### config.mk
export PLATFORM = sky130hd
export DESIGN_NAME = fifo_uart_tx
export DESIGN_NICKNAME = d
export VERILOG_FILES = /design/src/rtl/fifo_uart_tx.sv
export SDC_FILE = /design/constraint.sdc
export NUM_CORES = 1
export LEC_CHECK = 0
export CAP_MARGIN = 20
export CORE_MARGIN = 4
export CORE_UTILIZATION = 58
export DETAILED_ROUTE_END_ITERATION = 12
export MAX_ROUTING_LAYER = met4
export PLACE_DENSITY = 0.83
export RECOVER_POWER = 25
export SETUP_SLACK_MARGIN = 0.2
export SLEW_MARGIN = 20
export SYNTH_ARGS = -nofsm -noshare
export SYNTH_HDL_FRONTEND = slang
export SYNTH_SLANG_ARGS = --single-unit
export TNS_END_PERCENT = 100
### constraint.sdc
create_clock -name i_clk -period 2.6 [get_ports i_clk]
set_input_delay 0.65 -clock i_clk [delete_from_list [all_inputs] [get_ports i_clk]]
set_output_delay 0.65 -clock i_clk [all_outputs]
set_load 0.005 [all_outputs]
### src/rtl/fifo_uart_tx.sv
// -----------------------------------------------------------------------------
// fifo_uart_tx
//
// Pulls words from a show-ahead-free FIFO (read data valid the cycle after the
// read strobe) and sends each one as an asynchronous serial frame:
// start bit, DATA_WIDTH data bits LSB first, optional even parity bit, and
// STOP_BITS stop bits. Every bit lasts CLKS_PER_BIT clock cycles.
//
// Build option:
//   FIFO_UART_TX_PARITY_EN  defined   -> even parity bit sent after the data
//                           undefined -> no parity state, DATA goes to STOP
//
// Ports:
//   i_clk     clock, rising edge
//   i_rst_n   asynchronous active-low reset
//   i_en      permits fetching a new word (sampled in IDLE and at end of STOP)
//   i_empty   FIFO empty flag
//   i_data    FIFO read data, valid the cycle after o_rd
//   o_rd      FIFO read strobe, one-cycle pulse in FETCH
//   o_tx      serial line, idle high
//   o_busy    high in every state except IDLE
//
// state  | meaning
// -------+---------------------------------------------------------------
// IDLE   | line high, waiting for i_en=1 with a non-empty FIFO
// FETCH  | o_rd pulse to the FIFO
// LATCH  | FIFO data valid, captured into the shift register on exit
// START  | start bit (low) for CLKS_PER_BIT cycles
// DATA   | DATA_WIDTH bits, LSB first, CLKS_PER_BIT cycles each
// PARITY | even parity bit (only with FIFO_UART_TX_PARITY_EN)
// STOP   | STOP_BITS high bits; then FETCH again or back to IDLE
// -----------------------------------------------------------------------------
module fifo_uart_tx #(
    parameter int CLKS_PER_BIT = 104,
    parameter int DATA_WIDTH   = 8,
    parameter int STOP_BITS    = 1
) (
    input  logic                  i_clk,
    input  logic                  i_rst_n,
    input  logic                  i_en,
    input  logic                  i_empty,
    input  logic [DATA_WIDTH-1:0] i_data,
    output logic                  o_rd,
    output logic                  o_tx,
    output logic                  o_busy
);

    localparam int CNT_W = $clog2(CLKS_PER_BIT);
    // DATA_WIDTH >= 5 keeps this at least 3 bits, so the same index also
    // counts the (at most two) stop bits.
    localparam int IDX_W = $clog2(DATA_WIDTH);

    localparam logic [CNT_W-1:0] CNT_LAST  = CNT_W'(CLKS_PER_BIT - 1);
    localparam logic [IDX_W-1:0] DATA_LAST = IDX_W'(DATA_WIDTH - 1);
    localparam logic [IDX_W-1:0] STOP_LAST = IDX_W'(STOP_BITS - 1);

    typedef enum logic [2:0] {
        S_IDLE   = 3'd0,
        S_FETCH  = 3'd1,
        S_LATCH  = 3'd2,
        S_START  = 3'd3,
        S_DATA   = 3'd4,
`ifdef FIFO_UART_TX_PARITY_EN
        S_PARITY = 3'd5,
`endif
        S_STOP   = 3'd6
    } state_t;

    state_t                state_q, state_d;
    logic [CNT_W-1:0]      cnt_q, cnt_d;
    logic [IDX_W-1:0]      idx_q, idx_d;
    logic [DATA_WIDTH-1:0] shift_q, shift_d;
`ifdef FIFO_UART_TX_PARITY_EN
    logic                  par_q, par_d;
`endif

    logic bit_done;
    logic can_fetch;

    assign bit_done  = (cnt_q == CNT_LAST);
    assign can_fetch = i_en & ~i_empty;

    // ------------------------------------------------------------------
    // State and datapath registers
    // ------------------------------------------------------------------
    always_ff @(posedge i_clk or negedge i_rst_n) begin
        if (!i_rst_n) begin
            state_q <= S_IDLE;
            cnt_q   <= '0;
            idx_q   <= '0;
            shift_q <= '0;
`ifdef FIFO_UART_TX_PARITY_EN
            par_q   <= 1'b0;
`endif
        end else begin
            state_q <= state_d;
            cnt_q   <= cnt_d;
            idx_q   <= idx_d;
            shift_q <= shift_d;
`ifdef FIFO_UART_TX_PARITY_EN
            par_q   <= par_d;
`endif
        end
    end

    // ------------------------------------------------------------------
    // Next-state logic
    // ------------------------------------------------------------------
    always_comb begin
        state_d = state_q;
        case (state_q)
            S_IDLE:   if (can_fetch) state_d = S_FETCH;
            S_FETCH:  state_d = S_LATCH;
            S_LATCH:  state_d = S_START;
            S_START:  if (bit_done) state_d = S_DATA;
            S_DATA: begin
                if (bit_done && (idx_q == DATA_LAST)) begin
`ifdef FIFO_UART_TX_PARITY_EN
                    state_d = S_PARITY;
`else
                    state_d = S_STOP;
`endif
                end
            end
`ifdef FIFO_UART_TX_PARITY_EN
            S_PARITY: if (bit_done) state_d = S_STOP;
`endif
            S_STOP: begin
                if (bit_done && (idx_q == STOP_LAST)) begin
                    state_d = can_fetch ? S_FETCH : S_IDLE;
                end
            end
            default:  state_d = S_IDLE;
        endcase
    end

    // ------------------------------------------------------------------
    // Datapath next values: baud counter, bit index, shift register
    // ------------------------------------------------------------------
    // The baud counter wraps on every bit boundary; since every exit from a
    // timed state happens on a bit boundary and the untimed states hold it
    // at zero, it is zero on entry to every state.
    always_comb begin
        cnt_d   = '0;
        idx_d   = idx_q;
        shift_d = shift_q;
`ifdef FIFO_UART_TX_PARITY_EN
        par_d   = par_q;
`endif
        case (state_q)
            S_LATCH: begin
                shift_d = i_data;
`ifdef FIFO_UART_TX_PARITY_EN
                par_d   = ^i_data;
`endif
            end
            S_START: begin
                cnt_d = bit_done ? '0 : cnt_q + 1'b1;
            end
            S_DATA: begin
                cnt_d = bit_done ? '0 : cnt_q + 1'b1;
                if (bit_done) begin
                    shift_d = shift_q >> 1;
                    idx_d   = (idx_q == DATA_LAST) ? '0 : idx_q + 1'b1;
                end
            end
`ifdef FIFO_UART_TX_PARITY_EN
            S_PARITY: begin
                cnt_d = bit_done ? '0 : cnt_q + 1'b1;
            end
`endif
            S_STOP: begin
                cnt_d = bit_done ? '0 : cnt_q + 1'b1;
                if (bit_done) begin
                    idx_d = (idx_q == STOP_LAST) ? '0 : idx_q + 1'b1;
                end
            end
            default: ;
        endcase
    end

    // ------------------------------------------------------------------
    // Moore output decode (state and registered datapath only)
    // ------------------------------------------------------------------
    always_comb begin
        o_rd   = 1'b0;
        o_tx   = 1'b1;
        o_busy = 1'b1;
        case (state_q)
            S_IDLE:   o_busy = 1'b0;
            S_FETCH:  o_rd   = 1'b1;
            S_START:  o_tx   = 1'b0;
            S_DATA:   o_tx   = shift_q[0];
`ifdef FIFO_UART_TX_PARITY_EN
            S_PARITY: o_tx   = par_q;
`endif
            default: ;
        endcase
    end

endmodule

==> impl_metrics.prom <==
# TYPE chip_impl_metric gauge
chip_impl_metric{name="post-route-min-period",unit="ns"} 2.38
chip_impl_metric{name="maxCapViolations",unit=""} 0
chip_impl_metric{name="synthToLayoutAreaGrowth",unit="%"} 18.1
chip_impl_metric{name="yosysSeqAreaShare",unit="%"} 42.8
chip_impl_metric{name="finClkSkew",unit="ns"} 0.00761
chip_impl_metric{name="initial_utilization",unit="%"} 62.0
chip_impl_info{name="status",value="completed"} 1
chip_impl_metric{name="placed_cell_area",unit="µm²"} 1380
chip_impl_metric{name="post-layout-total-power",unit="mW"} 0.533
chip_impl_metric{name="place_inst",unit=""} 155
chip_impl_metric{name="drt_total_wl",unit="µm"} 2750
chip_impl_metric{name="slew_viol_final",unit=""} 0
chip_impl_metric{name="power.combinational.fraction",unit="%"} 7.3
chip_impl_metric{name="clock_insertion_delay_worst_skew",unit="ns"} 0.31
chip_impl_metric{name="ant_nets",unit=""} 0
chip_impl_metric{name="drt_first_pass_iters",unit=""} 5
chip_impl_metric{name="htreeDepth",unit=""} 1
chip_impl_info{name="tritoncts",value="done"} 1
chip_impl_metric{name="netSwitchingFraction",unit="%"} 22.3
chip_impl_metric{name="final_core_utilization",unit="%"} 73.2
chip_impl_metric{name="final.setup.tns",unit="ns"} 0
chip_impl_metric{name="setup_viol",unit=""} 0
chip_impl_metric{name="wl_per_cell",unit="µm"} 16.8
chip_impl_metric{name="seq_pwr_share",unit="%"} 63.1
chip_impl_metric{name="gp_congestion",unit=""} 0.819
chip_impl_metric{name="cts-root-to-sink-buffers",unit=""} 2
chip_impl_metric{name="ios",unit=""} 15
chip_impl_metric{name="nets",unit=""} 154
chip_impl_metric{name="cts.hold.buffers_added",unit=""} 0
chip_impl_metric{name="final-instance-count-excl-fill",unit=""} 164
chip_impl_metric{name="holdPathStages",unit=""} 1
chip_impl_metric{name="dieArea",unit="µm²"} 2920
chip_impl_metric{name="final_layout_size_suffix_gt1_share",unit="%"} 12.4
chip_impl_metric{name="design_area_final",unit="µm²"} 1450
chip_impl_info{name="worst_setup_path_end_kind",value="output port"} 1
chip_impl_metric{name="final_min_period_over_clock_period",unit="%"} 91.4
chip_impl_metric{name="cts_inserted_buffers",unit=""} 3
chip_impl_metric{name="die_h",unit="µm"} 54.0
chip_impl_metric{name="cts_num_sinks",unit=""} 21
chip_impl_metric{name="syn-cell-area",unit="µm²"} 1230
chip_impl_metric{name="grt_first_pass_wirelength",unit="µm"} 4350
chip_impl_metric{name="row_count",unit=""} 16
chip_impl_metric{name="number_of_antenna_violations_at_the_first_check_in_global_routing",unit=""} 0
chip_impl_metric{name="globalRouteTotalUtil",unit="%"} 22.0
chip_impl_info{name="final_common_cell",value="dfrtp_1"} 1
chip_impl_metric{name="worst-slew-pin-transition",unit="ns"} 1.13
chip_impl_metric{name="via_count_of_the_first_global_routing_pass",unit=""} 919
chip_impl_info{name="rsz_0062_raised_after_global_routing",value="yes"} 1
chip_impl_metric{name="vdd_ir_drop_max",unit="mV"} 0.445
chip_impl_metric{name="power.static_leakage",unit="nW"} 0.636
chip_impl_info{name="class_of_the_worst_hold_path",value="reg -> reg"} 1
chip_impl_info{name="setup.worst_path.start_class",value="register"} 1
chip_impl_metric{name="ys_types",unit=""} 40
chip_impl_metric{name="placement.io_buffers",unit=""} 14
chip_impl_metric{name="dp_hpwl",unit="µm"} 1780
chip_impl_metric{name="grt_max_degree",unit=""} 22
chip_impl_metric{name="detailroute.via_count",unit=""} 981
chip_impl_info{name="clock-root-buffer",value="clkbuf_4"} 1
chip_impl_metric{name="power.net_switching",unit="mW"} 0.119
chip_impl_info{name="mostFrequentLayoutCells",value="dfrtp_1, clkdlybuf4s50_1, inv_1"} 1
chip_impl_metric{name="p_per_area",unit="nW/µm²"} 367
chip_impl_metric{name="ff2ff_path_depth",unit=""} 4
chip_impl_metric{name="remaining_drc_errors",unit=""} 0
chip_impl_metric{name="fp.dieW",unit="µm"} 54.0
chip_impl_metric{name="synthesis.instances",unit=""} 117
chip_impl_metric{name="timing.critical_path.required",unit="ns"} 1.95
chip_impl_metric{name="avgSynthCellArea",unit="µm²"} 10.5
chip_impl_metric{name="grt_remaining_overflow",unit=""} 0
chip_impl_metric{name="final_hold_viol_count",unit=""} 0
chip_impl_metric{name="avgViaCountPerCell",unit=""} 5.98
chip_impl_metric{name="synth_seq_cells",unit=""} 21
chip_impl_info{name="critical_path_class",value="reg -> out"} 1
chip_impl_metric{name="internal_power",unit="mW"} 0.414
chip_impl_metric{name="cp_max_fo",unit=""} 11
chip_impl_metric{name="ys.warnings.count",unit=""} 0
chip_impl_metric{name="floorplan.core_area",unit="µm²"} 1980
chip_impl_metric{name="syn_nets",unit=""} 133
chip_impl_metric{name="clock.fmax",unit="MHz"} 421
chip_impl_metric{name="clk_transition_reported_paths",unit="ns"} 0.12
chip_impl_metric{name="max_slew_margin",unit="%"} 25.0
chip_impl_metric{name="clockPowerShare",unit="%"} 29.7
chip_impl_metric{name="drt_iter0_markers",unit=""} 25
chip_impl_metric{name="arrival",unit="ns"} 1.73
chip_impl_metric{name="n_antenna_cell",unit=""} 0
synthesized netlist by cell type, drive strengths merged:
cell,count,area share (%)
mux2i,8,6.5
ha,4,4.1
and4,1,0.71
a211oi,4,2.4
a221oi,1,0.71
xor2,2,1.4
nor3b,3,2.7
a211o,1,0.71
and3,2,1.0
o21a,2,1.2
a31oi,2,2.2
or3,3,1.5
and2b,2,1.2
o2bb2ai,1,0.71
nand3,5,2.0
nand2b,3,1.5
a41o,1,0.81
nor3,2,0.81
a21oi,1,0.41
nand2,4,1.2
or3b,1,0.71
nor4,2,1.0
o31ai,2,1.2
mux2,1,1.2
o2111ai,1,0.71
clkbuf,2,0.61
dfrtp,21,43
inv,12,3.7
o211ai,1,0.61
and3b,2,1.4
buf,3,2.2
nor2b,1,0.51
a222oi,6,4.9
o21ai,2,0.81
nor2,7,2.7
xnor2,1,0.71
cell families (layout without fill, tap and decap cells):
kind of cell / Yosys count / in the layout / share of synthesized area [%]
DFF: 21 / 21 / 42.8
and+or+nand+nor: 38 / 38 / 19.2
AOI/OAI and AO/OA: 25 / 25 / 17.5
xor gates and xnor gates: 3 / 3 / 2.14
muxes: 9 / 9 / 7.74
adders and majority gates: 4 / 4 / 4.07
buffers and inverters: 17 / 37 / 6.52
layer usage:
metal,track usage [%],share of wire (%),vias to the layer above
li1,-,-,480
met1,27.0,44,455
met2,33.9,48,34
met3,2.77,4.4,12
met4,14.5,3.5,0
met5,-,0,-
power groups by stage:
stage	clock [mW]	sequential [mW]	combinational [mW]
5_1_grt	0.179	0.337	0.0425
6_report	0.158	0.336	0.0387
3_5_place_dp	0	0.342	0.0389
2_1_floorplan	0	0.342	0.0124
4_1_cts	0.166	0.336	0.0391
3_3_place_gp	0	0.342	0.0378
critical path: stages (launching register included):
cell	delay (ns)
dfrtp_2	0.51
and3b_1	0.23
a31oi_1	0.16
clkdlybuf4s50_1	0.53
flip-flops by register name, summed over array words and instances (netlist names):
| name | flops |
|---|---|
| cnt_q | 7 |
| state_q | 3 |
| shift_q | 8 |
| idx_q | 3 |
cell type report:
class                      instances  area [µm²]
timing repair buffer              21         189
fill                             140         531
clock buffer                       4        26.3
multi-input combinational         79         628
inverter                          12        45.0
sequential                        21         529
tap                               27        33.8
final timing paths:
check,slack (ns),end,start
setup / recovery,0.22,o_tx,state_q[0]$_DFFE_PN0P_
hold / removal,0.48,cnt_q[0]$_DFF_PN0_,cnt_q[0]$_DFF_PN0_
setup reg to reg,0.86,shift_q[6]$_DFFE_PN0P_,cnt_q[0]$_DFF_PN0_
hold reg to reg,0.48,cnt_q[0]$_DFF_PN0_,cnt_q[0]$_DFF_PN0_
max in group asynchronous,0.78,state_q[1]$_DFFE_PN0P_,i_rst_n
min in group asynchronous,1.07,state_q[2]$_DFFE_PN0P_,i_rst_n
metrics by stage:
stage          setup WS [ns]  hold WS, ns
2_1_floorplan          0.933        0.354
3_3_place_gp           0.490        0.457
3_5_place_dp           0.456        0.466
4_1_cts                0.204        0.482
5_1_grt                0.171        0.517
6_report               0.224        0.477
timing repair:
action	CTS	global route
buffers inserted	2	3
hold endpoints to repair	0	0
endpoints found under the setup margin	2	2
resized for setup	3	1
No activity file was read; power rests on OpenSTA's default activity.
==> variant 1, RTL diff (config.mk and constraints unchanged) <==
Change the parameter `CLKS_PER_BIT` from 104 to 156.
--- a/src/rtl/fifo_uart_tx.sv
+++ b/src/rtl/fifo_uart_tx.sv
@@ -32,5 +32,5 @@
 // -----------------------------------------------------------------------------
 module fifo_uart_tx #(
-    parameter int CLKS_PER_BIT = 104,
+    parameter int CLKS_PER_BIT = 156,
     parameter int DATA_WIDTH   = 8,
     parameter int STOP_BITS    = 1
Behaviour: no difference found for any inputs over 10 cycles, from zero or initial values and one cycle with i_rst_n low; that may be too few to reach the edited logic, so the function may still have changed.
==> variant 1 against the unedited design <==
Power grew 5.0%; wire length fell by 14%; sequential cell count increased by 1; highest routed layer unchanged; largest cell class unchanged; register-to-register slack worse by 0.16 ns; worst setup slack got worse by 0.0085 ns; area after synthesis is 0.31% higher; cell area increased by 3.4%.
==> variant 1: results (changes against the unedited design) <==
## Yosys
* count of different cell masters after synthesis: 39, -2.5%
* top area cells in the synthesized netlist: dfrtp_1, mux2_2, ha_1
* sequential cell area fraction in the yosys report: 44.7%, +1.9 points
* Post-Synthesis Net Count: 124, -6.8%
* proportion of register bits with asynchronous set or reset after synthesis: 100%, unchanged
* commonest register cell after synthesis: dfrtp_1
* top cells by instance count after synthesis: dfrtp_1, mux2_2, nor2_1
* YS warnings: 0, unchanged

## Detailed routing
* routed length on met3: 123 um, +0.82%
* detailed-router iteration count before antenna repair: 4, -1
* drt wl/cell: 15.1 um, -9.8%
* wire length on met2: 1.19 mm, -8.7%
* DRT met1 WL: 1.02 mm, -16%
* number of vias per cell after detailed routing: 5.71, -4.5%
* highest metal layer with signal wires: met4
* count of routing violations after the opening detailed-route iteration: 6, -76%

## Worst setup path
* cell with the biggest individual delay on the critical path: clkdlybuf4s50_1
* largest fanout on the critical path: 5, -6
* critical path's largest stage delay: 0.54 ns
* data arrival time of the critical path: 1.73 ns, about the same
* Top Family by Delay on Critical Path: buffers and inverters
* R2R depth: 6, +2

## Placement
* gp weighted congestion: 0.871, +6.5%
* count of buffers from port buffering: 14, unchanged
* post-place instance area: 0.00140 mm2, +1.4%
* placed wire-length estimate: 1.61 mm, -9.8%

## Final layout
* largest registers: cnt_q: 8 flops, shift_q: 8 flops
* fraction of layout instances using a drive strength above 1: 26.9%, +15 points
* final antenna diode count: 0, unchanged
* filler cell count: 134, -4.3%
* Nets: 147, -4.5%

## Pwr
* largest voltage drop on the vdd net: 0.334 mV, -25%
* Leakage Power: 0.730 nW, +15%

## Clock tree
* TritonCTS buffer count: 3, unchanged
* Bufs on Longest Clock Path: 2, unchanged
* clock transition at the registers of the reported paths: 0.13 ns
* Clock Tree Root: clkbuf_4
* H-tree depth: 1, unchanged
* Hold Buf Count CTS: 0, unchanged
* clock latency on the worst-skew pair: 0.32 ns

## STA
* headroom to the max-slew limit: 20.7%, -4.3 points
* maximum clock skew at final layout: 0.0114 ns, +0.00381 ns

## GRT
* initial antenna violation count: 0, unchanged
* overall global routing resource usage: 19.6%, -2.4 points
* wire length of the first global-routing pass: 3.92 mm, -9.8%
* via count of the first global-routing pass: 930, +1.2%
* maximum number of pins on one net before global-route repair: 23, +4.5%

## Min path
* number of stages on the worst hold path: 1, unchanged
* min-delay worst type: reg -> reg

## Outcome
* status: finished clean

-- variant 1: cell count changes after synthesis, moves of 4 or more --
cell | unedited run | this run
inv_1 | 12 | 4
mux2_2 | 0 | 15
mux2i_1 | 8 | 2
nand2_1 | 4 | 8
a222oi_1 | 6 | 0
nand3_1 | 5 | 1
-- variant 1: layer usage --
layer	track usage [%]	vias to the layer above
met3	6.93	4
met1	20.2	434
met2	33.5	25
met5	-	-
li1	-	434
met4	8.30	0
-- variant 1: worst paths after layout --
| path | slack (ns) | from | to |
|---|---|---|---|
| worst max-delay path | 0.22 | state_q[1] | o_tx |
| worst min-delay path | 0.49 | cnt_q[0] | cnt_q[0] |
| worst max register to register | 0.70 | idx_q[0] | state_q[0] |
| worst min register to register | 0.49 | cnt_q[0] | cnt_q[0] |
| max in group asynchronous | 0.76 | i_rst_n | state_q[2] |
| min in group asynchronous | 1.07 | i_rst_n | shift_q[0] |
-- variant 1: repair_timing --
| item | in CTS | in global routing |
|---|---|---|
| resized for setup | 3 | 0 |
| setup buffers | 1 | 4 |
| setup endpoints to repair | 2 | 1 |
| gates cloned | 0 | 0 |
-- variant 1: cell families after synthesis --
group / after synthesis / share of synthesized area [%]
buf+inv: 8 / 3.15
mux: 17 / 15.3
simple gates: 35 / 18.3
compound gates: 16 / 10.3
flops: 22 / 44.7
xor+xnor: 6 / 4.26
fa+ha+maj: 4 / 4.06
-- variant 1: report_power, final --
part	switching [mW]	internal (mW)	leakage (nW)
Clock	0.108	0.0858	0.0210
Combinational	0.00889	0.0148	0.435
Sequential	0	0.342	0.274
Total	0.117	0.443	0.730
-- variant 1: layout make-up --
| cell class | instances | area [um2] | area share [%] |
|---|---|---|---|
| timing repair buffer | 21 | 214 | 14.3 |
| tap | 27 | 33.8 | 2.25 |
| clock buffer | 4 | 36.3 | 2.42 |
| inverter | 5 | 18.8 | 1.25 |
| multi-input combinational | 78 | 643 | 42.9 |
| sequential | 22 | 554 | 36.9 |
-- variant 1: stage by stage --
stage / util, % / power [mW] / worst slack, ns / cells
after detailed placement: 70.7 / 0.374 / 0.469 / 148
final: 75.7 / 0.559 / 0.216 / 157
after global placement: 70.7 / 0.373 / 0.527 / 148
after floorplan: - / 0.349 / 0.818 / 108
after global routing: 75.7 / 0.585 / 0.134 / 157
after CTS: 73.1 / 0.567 / 0.202 / 153
==> variant 2, RTL diff (same flow settings) <==
Made on the original files. Reset style: synchronous (`i_rst_n`), changed in one clocked block. Comments in the files are not updated.
--- a/src/rtl/fifo_uart_tx.sv
+++ b/src/rtl/fifo_uart_tx.sv
@@ -84,5 +84,5 @@
     // State and datapath registers
     // ------------------------------------------------------------------
-    always_ff @(posedge i_clk or negedge i_rst_n) begin
+    always_ff @(posedge i_clk) begin
         if (!i_rst_n) begin
             state_q <= S_IDLE;
Formal check against the unedited RTL: differs if i_rst_n is asserted again (counterexample within 4 cycles, from zero or initial values and one cycle with i_rst_n low); with i_rst_n held inactive, the same outputs for 10 cycles.
==> variant 2 against the unedited design <==
Clock skew shrank 0.0019 ns; cell area decreased by 14%; hold slack got worse by 0.024 ns; worst setup slack improved by 0.077 ns; cell count is 1.2% lower; power increased by 9.2%; first-iteration DRC count decreased by 24%; core utilization shrank 1.3 points; sequential share of layout area shrank 2.3 points; wire length down 19%; sequential cell count unchanged; area after synthesis decreased by 14%.
==> variant 2: results (changes against the unedited design) <==
## GRT
* via count of the first global-routing pass: 862, -6.2%
* maximum number of pins on one net before global-route repair: 17, -23%
* overall global routing resource usage: 19.4%, -2.6 points
* initial antenna violation count: 0, unchanged
* wire length of the first global-routing pass: 3.62 mm, -17%

## Clock tree
* Bufs on Longest Clock Path: 2, unchanged
* H-tree depth: 1, unchanged
* Clock Tree Root: clkbuf_4
* clock latency on the worst-skew pair: 0.31 ns, about the same
* clock transition at the registers of the reported paths: 0.12 ns, about the same
* TritonCTS buffer count: 3, unchanged

## Placement
* count of buffers from port buffering: 14, unchanged
* placed wire-length estimate: 1.56 mm, -13%
* gp weighted congestion: 0.821, +0.24%
* post-placement worst setup slack: 0.477 ns, +0.0209 ns

## Pwr
* largest voltage drop on the vdd net: 0.397 mV, -11%
* switching power share of the total: 25.3%, +3.0 points
* Leakage Power: 0.451 nW, -29%

## Outcome
* status: finished clean

## STA
* maximum clock skew at final layout: 0.00571 ns, -0.00190 ns
* number of endpoints with negative hold slack in the final report: 0, unchanged
* headroom to the max-slew limit: 47.3%, +22 points

## Yosys
* synthesized-area fraction occupied by adder cells: 4.76%, +0.69 points
* top area cells in the synthesized netlist: dfxtp_1, nor2_1, o221ai_1
* proportion of register bits with asynchronous set or reset after synthesis: 0%, -100 points
* commonest register cell after synthesis: dfxtp_1
* sequential cell area fraction in the yosys report: 40.0%, -2.8 points
* share of synthesized area spent on multiplexers: 1.43%, -6.3 points
* Post-Synthesis Net Count: 138, +3.8%
* Synth Area in XOR/XNOR: 4.17%, +2.0 points
* count of different cell masters after synthesis: 38, -5.0%
* YS warnings: 0, unchanged
* complex-gate fraction of the synthesized area: 20.1%, +2.6 points
* top cells by instance count after synthesis: dfxtp_1, nor2_1, a21oi_1

## Detailed routing
* wirelength, routed: 2.22 mm, -19%
* detailed-router iteration count before antenna repair: 4, -1
* number of vias per cell after detailed routing: 5.69, -4.9%
* count of routing violations after the opening detailed-route iteration: 19, -24%

## Min path
* min-delay worst type: reg -> reg

## Final layout
* Nets: 154, unchanged
* fraction of layout instances using a drive strength above 1: 10.2%, -2.2 points
* largest registers: shift_q: 8 flops, cnt_q: 7 flops
* final antenna diode count: 0, unchanged

## Worst setup path
* largest fanout on the critical path: 10, -1
* required arrival time at the worst endpoint: 1.95 ns, about the same

## Flow run
* reported max-cap violation count: 0, unchanged

variant 2: final cells by class:
class,instances,area (um2)
multi-input combinational,91,582
fill,144,484
sequential,21,424
timing repair buffer,16,155
tap,25,31.3
clock buffer,3,22.5
inverter,5,22.5
clock inverter,1,5.00
variant 2: cell families after synthesis:
| logic type | count (synthesis) |
|---|---|
| buf+inv | 10 |
| simple gates | 51 |
| xor+xnor | 5 |
| fa+ha+maj | 4 |
| mux | 1 |
| flops | 21 |
| compound gates | 30 |
variant 2: power by group through the flow:
stage          clock (mW)  combinational [mW]  sequential [mW]
6_report            0.159              0.0751            0.348
5_1_grt             0.181              0.0819            0.350
2_1_floorplan           0              0.0467            0.347
4_1_cts             0.165              0.0715            0.348
3_5_place_dp            0              0.0709            0.354
3_3_place_gp            0              0.0705            0.353
variant 2: path summary, 6_finish.rpt:
path	startpoint	end	slack, ns	cells after the start
setup / recovery	state_q[0]	o_rd	0.30	3
hold / removal	cnt_q[0]	cnt_q[0]	0.45	1
setup reg to reg	cnt_q[0]	shift_q[5]	0.81	5
hold reg to reg	cnt_q[0]	cnt_q[0]	0.45	1
variant 2: through the flow:
stage | hold slack (ns) | instances | cell area [um2]
finish | 0.453 | 162 | 1240
global route | 0.504 | 162 | 1240
CTS | 0.459 | 160 | 1230
detailed placement | 0.435 | 156 | 1200
global placement | 0.428 | 156 | 1200
floorplan | 0.418 | 122 | 1050
variant 2: timing repair:
| action | 4_1_cts | 5_1_grt |
|---|---|---|
| gates resized for setup | 2 | 2 |
| setup buffers | 0 | 2 |
| setup endpoints to repair | 2 | 2 |
variant 2: worst max-delay path, cell delays in order, from the launching register on:
cell and delay [ns]:
dfxtp_2 0.46, clkinvlp_4 0.16, nor3_1 0.20, clkdlybuf4s50_1 0.52
variant 2: metal layers:
| metal | vias to the layer above | global-route usage, % | wire length (um) |
|---|---|---|---|
| met2 | 24 | 29.1 | 1020 |
| li1 | 471 | - | - |
| met3 | 7 | 4.45 | 101 |
| met5 | - | - | 0 |
| met1 | 420 | 23.1 | 1030 |
| met4 | 0 | 12.6 | 66 |
